==> src/rtl/pwmled_fade_ctrl.sv <==
// pwmled_fade_ctrl: Avalon-MM controlled LED PWM driver with static duty and triangular fade.
// Latency: reads return registered data 1 cycle after avs_read; writes act on the next clk edge.
// Backpressure: none, the slave never stalls. Optional irq output with macro PWMLED_IRQ_EN.
module pwmled_fade_ctrl #(
  parameter int PWM_BITS  = 8,
  parameter int STEP_BITS = 16
) (
  input  logic        clk,
  input  logic        reset,
  input  logic [1:0]  avs_address,
  input  logic        avs_write,
  input  logic        avs_read,
  input  logic [31:0] avs_writedata,
  output logic [31:0] avs_readdata,
  output logic        pwmled_out
`ifdef PWMLED_IRQ_EN
  ,
  output logic        irq
`endif
);

  typedef enum logic [1:0] {
    ST_IDLE      = 2'd0,
    ST_STATIC    = 2'd1,
    ST_RAMP_UP   = 2'd2,
    ST_RAMP_DOWN = 2'd3
  } state_t;

  // Configuration registers
  logic                 r_ctrl_en;
  logic                 r_ctrl_fade;
`ifdef PWMLED_IRQ_EN
  logic                 r_ctrl_irqen;
`endif
  logic [PWM_BITS-1:0]  r_duty;
  logic [STEP_BITS-1:0] r_step;

  // Datapath state
  state_t               r_state;
  logic [PWM_BITS-1:0]  r_cnt;
  logic [PWM_BITS-1:0]  r_level;
  logic [STEP_BITS-1:0] r_step_cnt;
  logic                 r_done;
  logic                 r_out;
  logic [31:0]          r_rdata;

  // Combinational helpers
  logic                 w_ctrl_wr;
  logic                 w_en_nxt;
  logic                 w_done_clr;
  logic                 w_wrap;
  logic                 w_ramp;
  logic [STEP_BITS-1:0] w_step_eff;
  logic [STEP_BITS:0]   w_step_cnt_inc;
  logic                 w_step_hit;
  logic                 w_step_evt;
  logic [PWM_BITS-1:0]  w_lvl_inc;
  logic [PWM_BITS-1:0]  w_lvl_dec;
  state_t               w_state_nxt;
  logic [PWM_BITS-1:0]  w_level_nxt;
  logic [STEP_BITS-1:0] w_step_cnt_nxt;
  logic                 w_done_set;
  logic                 w_out_nxt;
  logic [31:0]          w_status;
  logic [31:0]          w_rd_mux;
  logic                 w_unused_wdata;

  // Upper write-data bits are ignored by every register.
  assign w_unused_wdata = ^avs_writedata;

  assign w_ctrl_wr  = avs_write && (avs_address == 2'd0);
  // Enable as it will be after this edge; a disabling write collapses everything at once.
  assign w_en_nxt   = w_ctrl_wr ? avs_writedata[0] : r_ctrl_en;
  assign w_done_clr = w_ctrl_wr && avs_writedata[2];

  assign w_wrap         = r_ctrl_en && (r_cnt == {PWM_BITS{1'b1}});
  assign w_ramp         = (r_state == ST_RAMP_UP) || (r_state == ST_RAMP_DOWN);
  // A step interval of 0 behaves like 1 so the fade never stalls.
  assign w_step_eff     = (r_step == '0) ? STEP_BITS'(1) : r_step;
  assign w_step_cnt_inc = {1'b0, r_step_cnt} + 1'b1;
  assign w_step_hit     = w_step_cnt_inc >= {1'b0, w_step_eff};
  assign w_step_evt     = w_wrap && w_ramp && w_step_hit;

  // Saturating level arithmetic
  assign w_lvl_inc = (r_level == {PWM_BITS{1'b1}}) ? r_level : r_level + 1'b1;
  assign w_lvl_dec = (r_level == '0) ? r_level : r_level - 1'b1;

  // Configuration register writes
  always_ff @(posedge clk) begin
    if (reset) begin
      r_ctrl_en   <= 1'b0;
      r_ctrl_fade <= 1'b0;
`ifdef PWMLED_IRQ_EN
      r_ctrl_irqen <= 1'b0;
`endif
      r_duty      <= '0;
      r_step      <= '0;
    end else if (avs_write) begin
      case (avs_address)
        2'd0: begin
          r_ctrl_en   <= avs_writedata[0];
          r_ctrl_fade <= avs_writedata[1];
`ifdef PWMLED_IRQ_EN
          r_ctrl_irqen <= avs_writedata[3];
`endif
        end
        2'd1:    r_duty <= avs_writedata[PWM_BITS-1:0];
        2'd2:    r_step <= avs_writedata[STEP_BITS-1:0];
        default: ;
      endcase
    end
  end

  // FSM state register; disabling forces IDLE immediately
  always_ff @(posedge clk) begin
    if (reset || !w_en_nxt) begin
      r_state <= ST_IDLE;
    end else begin
      r_state <= w_state_nxt;
    end
  end

  // FSM next state plus level / done decisions taken at PWM wraps
  always_comb begin
    w_state_nxt = r_state;
    w_level_nxt = r_level;
    w_done_set  = 1'b0;
    case (r_state)
      ST_IDLE: begin
        w_level_nxt = '0;
        if (r_ctrl_en) begin
          if (r_ctrl_fade) begin
            w_state_nxt = ST_RAMP_UP;
          end else begin
            // Counter is at the start of a period here, so load the duty directly.
            w_state_nxt = ST_STATIC;
            w_level_nxt = r_duty;
          end
        end
      end
      ST_STATIC: begin
        if (w_wrap) begin
          if (r_ctrl_fade) begin
            w_state_nxt = ST_RAMP_UP;
          end else begin
            w_level_nxt = r_duty;
          end
        end
      end
      ST_RAMP_UP: begin
        if (w_wrap && !r_ctrl_fade) begin
          w_state_nxt = ST_STATIC;
          w_level_nxt = r_duty;
        end else if (w_step_evt) begin
          if (r_level < r_duty) begin
            w_level_nxt = w_lvl_inc;
            if (w_lvl_inc == r_duty) begin
              w_state_nxt = ST_RAMP_DOWN;
            end
          end else if (r_level == '0) begin
            // Duty of zero: the ramp degenerates to a done pulse every step.
            w_done_set = 1'b1;
          end else begin
            // Duty rewritten below the level: turn around without climbing.
            w_level_nxt = w_lvl_dec;
            if (w_lvl_dec == '0) begin
              w_done_set = 1'b1;
            end else begin
              w_state_nxt = ST_RAMP_DOWN;
            end
          end
        end
      end
      ST_RAMP_DOWN: begin
        if (w_wrap && !r_ctrl_fade) begin
          w_state_nxt = ST_STATIC;
          w_level_nxt = r_duty;
        end else if (w_step_evt) begin
          w_level_nxt = w_lvl_dec;
          if (w_lvl_dec == '0) begin
            w_done_set  = 1'b1;
            w_state_nxt = ST_RAMP_UP;
          end
        end
      end
      default: begin
        w_state_nxt = ST_IDLE;
        w_level_nxt = '0;
      end
    endcase
  end

  // Step counter advances per wrap only while ramping
  always_comb begin
    w_step_cnt_nxt = r_step_cnt;
    if (!w_ramp) begin
      w_step_cnt_nxt = '0;
    end else if (w_wrap) begin
      w_step_cnt_nxt = w_step_hit ? '0 : w_step_cnt_inc[STEP_BITS-1:0];
    end
  end

  // Output decode: PWM compare, STATUS word and read mux
  always_comb begin
    w_out_nxt = (r_state != ST_IDLE) && (r_cnt < r_level);
    w_status = '0;
    w_status[1:0]            = r_state;
    w_status[PWM_BITS+1:2]   = r_level;
    w_status[PWM_BITS+2]     = r_done;
    w_rd_mux = '0;
    case (avs_address)
      2'd0: begin
        w_rd_mux[0] = r_ctrl_en;
        w_rd_mux[1] = r_ctrl_fade;
`ifdef PWMLED_IRQ_EN
        w_rd_mux[3] = r_ctrl_irqen;
`endif
      end
      2'd1:    w_rd_mux[PWM_BITS-1:0]  = r_duty;
      2'd2:    w_rd_mux[STEP_BITS-1:0] = r_step;
      default: w_rd_mux = w_status;
    endcase
  end

  // PWM counter, level, step counter and LED output
  always_ff @(posedge clk) begin
    if (reset || !w_en_nxt) begin
      r_cnt      <= '0;
      r_level    <= '0;
      r_step_cnt <= '0;
      r_out      <= 1'b0;
    end else begin
      if (r_ctrl_en) begin
        r_cnt <= r_cnt + 1'b1;
      end
      r_level    <= w_level_nxt;
      r_step_cnt <= w_step_cnt_nxt;
      r_out      <= w_out_nxt;
    end
  end

  // Sticky done flag; a same-cycle set beats the clear
  always_ff @(posedge clk) begin
    if (reset) begin
      r_done <= 1'b0;
    end else if (w_done_set && w_en_nxt) begin
      r_done <= 1'b1;
    end else if (w_done_clr) begin
      r_done <= 1'b0;
    end
  end

  // Registered read data, updated only on a read strobe
  always_ff @(posedge clk) begin
    if (reset) begin
      r_rdata <= '0;
    end else if (avs_read) begin
      r_rdata <= w_rd_mux;
    end
  end

  assign avs_readdata = r_rdata;
  assign pwmled_out   = r_out;
`ifdef PWMLED_IRQ_EN
  assign irq = r_done && r_ctrl_irqen;
`endif

endmodule
==> config.mk <==
export PLATFORM = sky130hd
export DESIGN_NAME = pwmled_fade_ctrl
export DESIGN_NICKNAME = d
export VERILOG_FILES = /design/src/rtl/pwmled_fade_ctrl.sv
export SDC_FILE = /design/constraint.sdc
export NUM_CORES = 1
export LEC_CHECK = 0
export CAP_MARGIN = 20
export CORE_MARGIN = 2
export CORE_UTILIZATION = 56
export CTS_CLUSTER_SIZE = 24
export DETAILED_ROUTE_END_ITERATION = 6
export GPL_TIMING_DRIVEN = 0
export HOLD_SLACK_MARGIN = 0.08
export PLACE_DENSITY = 0.87
export RECOVER_POWER = 50
export SLEW_MARGIN = 20
export SYNTH_ARGS = -nofsm -noshare
export SYNTH_HDL_FRONTEND = slang
export SYNTH_SLANG_ARGS = --single-unit
==> constraint.sdc <==
create_clock -name clk -period 4.2 [get_ports clk]
set_clock_uncertainty 0.1 [all_clocks]
set_input_delay 0.63 -clock clk [delete_from_list [all_inputs] [get_ports clk]]
set_output_delay 0.63 -clock clk [all_outputs]
set_load 0.02 [all_outputs]
==> reports/results.tsv, run 1 <==
metric	value	unit
die-area	0.0103	mm^2
reg2reg_to	r_level[7]	
clk_latency	0.35	ns
n_antenna_cell	0	
synthArstFlopShare	0	%
dp_worst_setup_slack	0.189	ns
grt_pass1_vias	4937	
path_clk_slew	0.08	ns
fin_crit_sh	94.3	%
leakage	2.29	nW
arrival	4.12	ns
synth-edff-count	0	
drive_gt1_share	8.02	%
rsz0062_at_grt	false	
setup_viol	0	
cts_tree	built	
hold_path_depth	2	
core	0.00924	mm^2
cts_buffers	9	
setup_slack	0.241	ns
crit_type	reg2reg	
slew_headroom	55.3	%
p_per_area	273	mW/mm^2
synth.most_common_cell	nand2_1	
cts.sinks	78	
cap_violations	0	
hpwl	11.5	mm
startpoint_type	register	
regToRegSetupSlack	0.24	ns
nets	816	
yosysTopAreaCellShare	29.3	%
cts-root-buf	clkbuf_8	
wl_per_cell	17.5	um
synth_seq_cells	78	
drc	0	
start_util	57.8	%
die_height	102	um
via_per_inst	6.12	
grt_pass1_wl	24.4	mm
r2r-start	r_step_cnt[0]	
critPathMaxFanout	10	
rows	35	
drv_slew	0	
synth.avg_cell_area	7.82	um^2
synth.area.top_cells	dfxtp_1 (29%), ha_1 (8.2%), nand2_1 (5.6%), a21oi_1 (5.3%), nor2_1 (4.1%)	
ir_worst_vdd	175	uV
cp-endpoint	r_level[7]	
final_util	66.7	%
io_buffer_count	35	
area_growth_syn_to_layout	15.5	%
grt_max_degree	15	
cts_buffer_depth	2	
detail_route.wirelength	15.3	mm
synth_top_area_cell	dfxtp_1	
drt_iter0_drc	476	
crit_path_end_kind	register	
reg2reg_depth	14	
grtUsageTotal	30.1	%
finalCriticalPeriod	3.96	ns
synth_warnings	0	
drt_first_pass_iters	5	
max_freq	0.253	GHz
io_pins	71	
drtAntennaViolNets	0	
worst_slew_pin_slew	0.668	ns
globalRouteOverflowTotal	0	
hold_path.class	reg2reg	
synth_cell_type_count	68	
synth_ff_type	dfxtp_1	
htreeDepth	3	
die_w	102	um
worstSetupStartpoint	r_step_cnt[0]	
post_cts_buffers	0	
netlist_top_cells_count	nand2_1 (80), dfxtp_1 (78), nor2_1 (58)	
gp_congestion	0.955	
syn_inst	682	
antenna_found_initial	0	
worstPathRequired	4.36	ns
fin_tns_setup	0	ns
hold_viol	0	
vias	5366	
status	finished clean	
syn_area	0.00534	mm^2
ys_seq_area_share	29.3	%
power	0.00168	W
worst min-delay path by stage:
| stage | start | endpoint | slack [ns] |
|---|---|---|---|
| final | avs_readdata[15] | avs_readdata[15] | 0.37 |
| after global routing | avs_readdata[15] | avs_readdata[15] | 0.39 |
| after CTS | avs_readdata[15] | avs_readdata[15] | 0.37 |
| after detailed placement | avs_readdata[15] | avs_readdata[15] | 0.36 |
| after global placement | avs_readdata[12] | avs_readdata[12] | 0.36 |
| after floorplan | r_step[0] | r_step[0] | 0.35 |
cell usage in the layout (no fill, tap or decap), types with 6 or more instances in the layout:
master / netlist / routed
nand4_1: 9 / 9
o21ai_0: 30 / 30
dfxtp_1: 78 / 78
a21oi_1: 57 / 57
conb_1: 1 / 16
mux2i_1: 17 / 17
buf_4: 17 / 17
xor2_1: 12 / 12
a31oi_1: 11 / 11
clkbuf_8: 0 / 9
nand2_1: 80 / 80
inv_1: 33 / 33
a21o_1: 7 / 7
xnor2_1: 15 / 15
o211ai_1: 8 / 8
clkbuf_1: 33 / 33
nor2_1: 58 / 57
a211oi_1: 16 / 16
dlygate4sd3_1: 0 / 18
a22oi_1: 9 / 9
nor3_1: 14 / 13
nor4_1: 6 / 6
nand2b_1: 11 / 11
nand3b_1: 9 / 9
nand3_1: 21 / 21
clkdlybuf4s50_1: 0 / 17
ha_1: 35 / 35
final cells by class:
| cell class | count | area, um^2 |
|---|---|---|
| inverters | 34 | 128 |
| fillers | 789 | 3070 |
| clock buffers | 9 | 124 |
| well taps | 129 | 161 |
| plain buffers | 60 | 324 |
| flip-flops and latches | 78 | 1560 |
| repair buffers | 35 | 350 |
| multi-input cells | 525 | 3400 |
| clock inverters | 7 | 120 |
where the power goes:
part           total (W)  internal, W  switching, W
sequential      0.000765     0.000751     0.0000136
combinational   0.000219    0.0000878      0.000131
clock           0.000699     0.000398      0.000301
worst max-delay path: stages, from the launching register on:
cell	delay, ns
dfxtp_1	0.41
ha_1	0.26
nand3_1	0.28
nor3_4	0.38
and3_1	0.22
xor2_1	0.21
ha_1	0.28
a211oi_1	0.24
o21ai_0	0.12
o2111ai_1	0.11
o211ai_1	0.31
a31oi_4	0.42
buf_6	0.21
a211oi_1	0.08
a211oi_1	0.24
registers in the layout, indices dropped and copies added, names as in the netlist:
register and count:
r_ctrl_en 1, r_done 1, pwmled_out 1, r_ctrl_fade 1
r_step 16, r_state 2, r_level 8, r_cnt 8
r_duty 8, r_step_cnt 16, avs_readdata 16
metal layers:
| metal | GRT usage, % | up-vias | share of wire (%) |
|---|---|---|---|
| met2 | 47.4 | 288 | 46 |
| met1 | 40.2 | 2495 | 42 |
| li1 | - | 2536 | - |
| met5 | 0 | - | 0 |
| met3 | 4.62 | 47 | 8.4 |
| met4 | 14.6 | 0 | 3.7 |
per-stage QoR:
stage | hold WS (ns) | instances | cell area (um^2)
after floorplan | 0.346 | 697 | 5390
after global placement | 0.357 | 861 | 5900
after detailed placement | 0.359 | 861 | 5900
after CTS | 0.370 | 877 | 6150
after global routing | 0.388 | 877 | 6170
final | 0.368 | 877 | 6170
kinds of logic (layout without fill, tap and decap cells):
family | count (synthesis) | after routing | synth area share (%)
other | 1 | 16 | 0.0703
AO/OA/AOI/OAI | 180 | 180 | 22.5
adder cells (fa/ha/maj) | 35 | 35 | 8.21
flip-flops | 78 | 78 | 29.3
multiplexers | 20 | 20 | 4.24
XOR/XNOR | 27 | 27 | 4.43
AND/OR/NAND/NOR | 247 | 247 | 22.9
buffers and inverters | 94 | 145 | 8.46
repair_timing:
action                     4_1_cts  5_1_grt
resized for setup                0        4
setup endpoints to repair        0       15
hold buffers                     0        0
Power figures use the tool's default switching activity.
==> run 2: changes to the inputs <==
--- a/config.mk
+++ b/config.mk
@@ -7,12 +7,13 @@
 export LEC_CHECK = 0
 export CAP_MARGIN = 20
 export CORE_MARGIN = 2
-export CORE_UTILIZATION = 56
+export CORE_UTILIZATION = 58
+export CTS_BUF_LIST = sky130_fd_sc_hd__clkbuf_2 sky130_fd_sc_hd__clkbuf_4 sky130_fd_sc_hd__clkbuf_8
 export CTS_CLUSTER_SIZE = 24
 export DETAILED_ROUTE_END_ITERATION = 6
 export GPL_TIMING_DRIVEN = 0
 export HOLD_SLACK_MARGIN = 0.08
-export PLACE_DENSITY = 0.87
+export PLACE_DENSITY = 0.88
 export RECOVER_POWER = 50
 export SLEW_MARGIN = 20
 export SYNTH_ARGS = -nofsm -noshare
==> constraint.sdc (replaced) <==
create_clock -name clk -period 4.2 [get_ports clk]
set_clock_uncertainty 0.1 [all_clocks]
set_input_delay 0.63 -clock clk [delete_from_list [all_inputs] [get_ports clk]]
set_output_delay 0.63 -clock clk [all_outputs]
set_load 0.1 [all_outputs]
==> reports/results.tsv, run 2 (synthesized netlist as in run 1, its figures left out) <==
metric	value	unit	change
status	finished clean		
max_stage_delay	0.44	ns	+0.02 ns
htreeDepth	3		unchanged
clk_latency	0.37	ns	+0.02 ns
hold_buffers	0		unchanged
drt_first_pass_iters	7		+2
worst-path-buf-inv	1		unchanged
worst_slew_pin_slew	0.985	ns	+0.316 ns
start_util	58.9	%	+1.1 points
io_pins	71		unchanged
cp_common_cell	a211oi_1		
crit_type	reg2reg		
cp_slowest_cell	nor3_2		
detail_route.wirelength	15.5	mm	+1.2%
arrival	4.23	ns	+0.11 ns
cts.sinks	78		unchanged
p_per_area	276	mW/mm^2	+1.1%
rows	35		unchanged
hold_viol	0		unchanged
via_per_inst	6.24		+2.0%
core	0.00906	mm^2	-1.9%
max_freq	0.247	GHz	-2.4%
wl_per_cell	18.1	um	+3.4%
fin_crit_sh	96.5	%	+2.3 points
fillers	731		-7.4%
final_common_cell	nand2_1		
ir_worst_vdd	171	uV	-1.9%
vias	5356		-0.19%
globalRouteOverflowTotal	0		unchanged
die-area	0.00998	mm^2	-3.3%
startpoint_type	register		
antenna_found_initial	0		unchanged
drt_iter0_drc	524		+10%
io_buffer_count	35		unchanged
cts_tree	built		
cp_top_family	compound AO/OA/AOI/OAI gates		
finalCriticalPeriod	4.05	ns	+0.0953 ns
die_height	99.9	um	-1.7%
grt_max_degree	14		-1
nets	816		unchanged
critPathMaxFanout	10		unchanged
finalNonFillerCells	858		-2.2%
cts_buffers	9		unchanged
power	0.00168	W	about the same
path_clk_slew	0.08	ns	about the same
cap_violations	0		unchanged
setup_viol	0		unchanged
grt_pass1_vias	4956		+0.38%
layout_common_cells	nand2_1 (80), dfxtp_1 (78), a21oi_1 (57), nor2_1 (57), ha_1 (35)		
drc	0		unchanged
die_w	99.9	um	-1.7%
drv_slew	0		unchanged
worstPathCellList	ha_1 > nand3_1 > nor3_2 > and3_1 > xor2_1 > ha_1 > a211oi_1 > o21ai_0 > o2111ai_1 > o211ai_1 > a31oi_4 > buf_6 > a211oi_1 > a211oi_1		
dp.cells	843		-2.1%
cts_buffer_depth	2		unchanged
worstPathRequired	4.37	ns	about the same
fin_tns_setup	0	ns	unchanged
gp_congestion	0.993		+4.1%
grt_pass1_wl	24.7	mm	+1.4%
hpwl	11.6	mm	+1.1%
crit_path_end_kind	register		
drive_gt1_share	7.76	%	-0.26 points
grtUsageTotal	31.1	%	+1.0 points
hold_path.class	reg2reg		
whs	0.376	ns	+0.00756 ns
area_growth_syn_to_layout	14.4	%	
rsz0062_at_grt	false		
leakage	2.22	nW	-3.0%
n_antenna_cell	0		unchanged
cts-root-buf	clkbuf_8		
slew_headroom	34.1	%	-21 points
drtAntennaViolNets	0		unchanged
## run 2: changes by cell type in the layout (fill, tap and decap cells not counted), sizes merged
cell,delta
clkdlybuf4s50,+12
dlygate4sd3,-12
clkinv,+3
inv,-2
buf,-1
bufinv,-1
clkbuf,+1
clkinvlp,-1
## run 2: tightest hold or removal path, stage by stage (launching register included)
cell and delay (ns):
dfxtp_1 0.31, nand2b_1 0.07, a21oi_1 0.05
## run 2: cell type report
class | instances | area (um^2) | area share (%)
sequential | 78 | 1560 | 25.6
timing repair buffer | 35 | 350 | 5.74
clock inverter | 6 | 87.6 | 1.44
clock buffer | 9 | 124 | 2.03
buffer | 60 | 323 | 5.29
tap | 111 | 139 | 2.28
multi-input combinational | 525 | 3390 | 55.6
inverter | 34 | 128 | 2.09
## run 2: per-stage QoR
| step | utilization (%) | instance area [um^2] | setup slack (ns) |
|---|---|---|---|
| after floorplan | - | 5390 | 0.947 |
| final | 67.3 | 6100 | 0.146 |
| after global routing | 67.3 | 6100 | 0.0161 |
| after global placement | 64.9 | 5880 | 0.253 |
| after CTS | 67.2 | 6090 | 0.124 |
| after detailed placement | 64.9 | 5880 | 0.160 |
## run 2: what timing repair did
action / 4_1_cts / 5_1_grt
setup endpoints to repair: 0 / 10
resized for setup: 0 / 3
buffers inserted: 0 / 0
hold endpoints to repair: 0 / 0
## run 2: final timing paths
| check | startpoint | endpoint | slack [ns] | depth (start not counted) |
|---|---|---|---|---|
| setup / recovery | r_step_cnt[0] | r_level[7] | 0.15 | 14 |
| hold / removal | avs_readdata[11] | avs_readdata[11] | 0.38 | 2 |
| setup reg to reg | r_step_cnt[0] | r_level[7] | 0.15 | 14 |
| hold reg to reg | avs_readdata[11] | avs_readdata[11] | 0.38 | 2 |
## run 2: per-layer routing
layer	vias to the layer above	global-route usage (%)	part of all wire [%]
met3	47	5.15	9.0
met4	0	11.4	2.8
met1	2460	40.6	41
li1	2532	-	-
met2	317	51.9	47
met5	-	0	0
## run 2: where the power goes
group          total [W]  internal, W  switching [W]
registers       0.000764     0.000751      0.0000131
logic           0.000290    0.0000887       0.000201
clock network   0.000630     0.000332       0.000298
total            0.00168      0.00117       0.000512
==> run 3: changes to the inputs <==
==> constraint.sdc (replaced) <==
create_clock -name clk -period 4.2 [get_ports clk]
set_clock_uncertainty 0.1 [all_clocks]
set_input_delay 0.42 -clock clk [delete_from_list [all_inputs] [get_ports clk]]
set_output_delay 0.42 -clock clk [all_outputs]
set_load 0.1 [all_outputs]
==> results of run 3 <==
Same layout as run 2 (identical final DEF). Status: finished clean.
Main changes from that run: hold slack 0.376 ns -> 0.375 ns; end point of the worst hold path avs_readdata[11] -> avs_readdata[3]
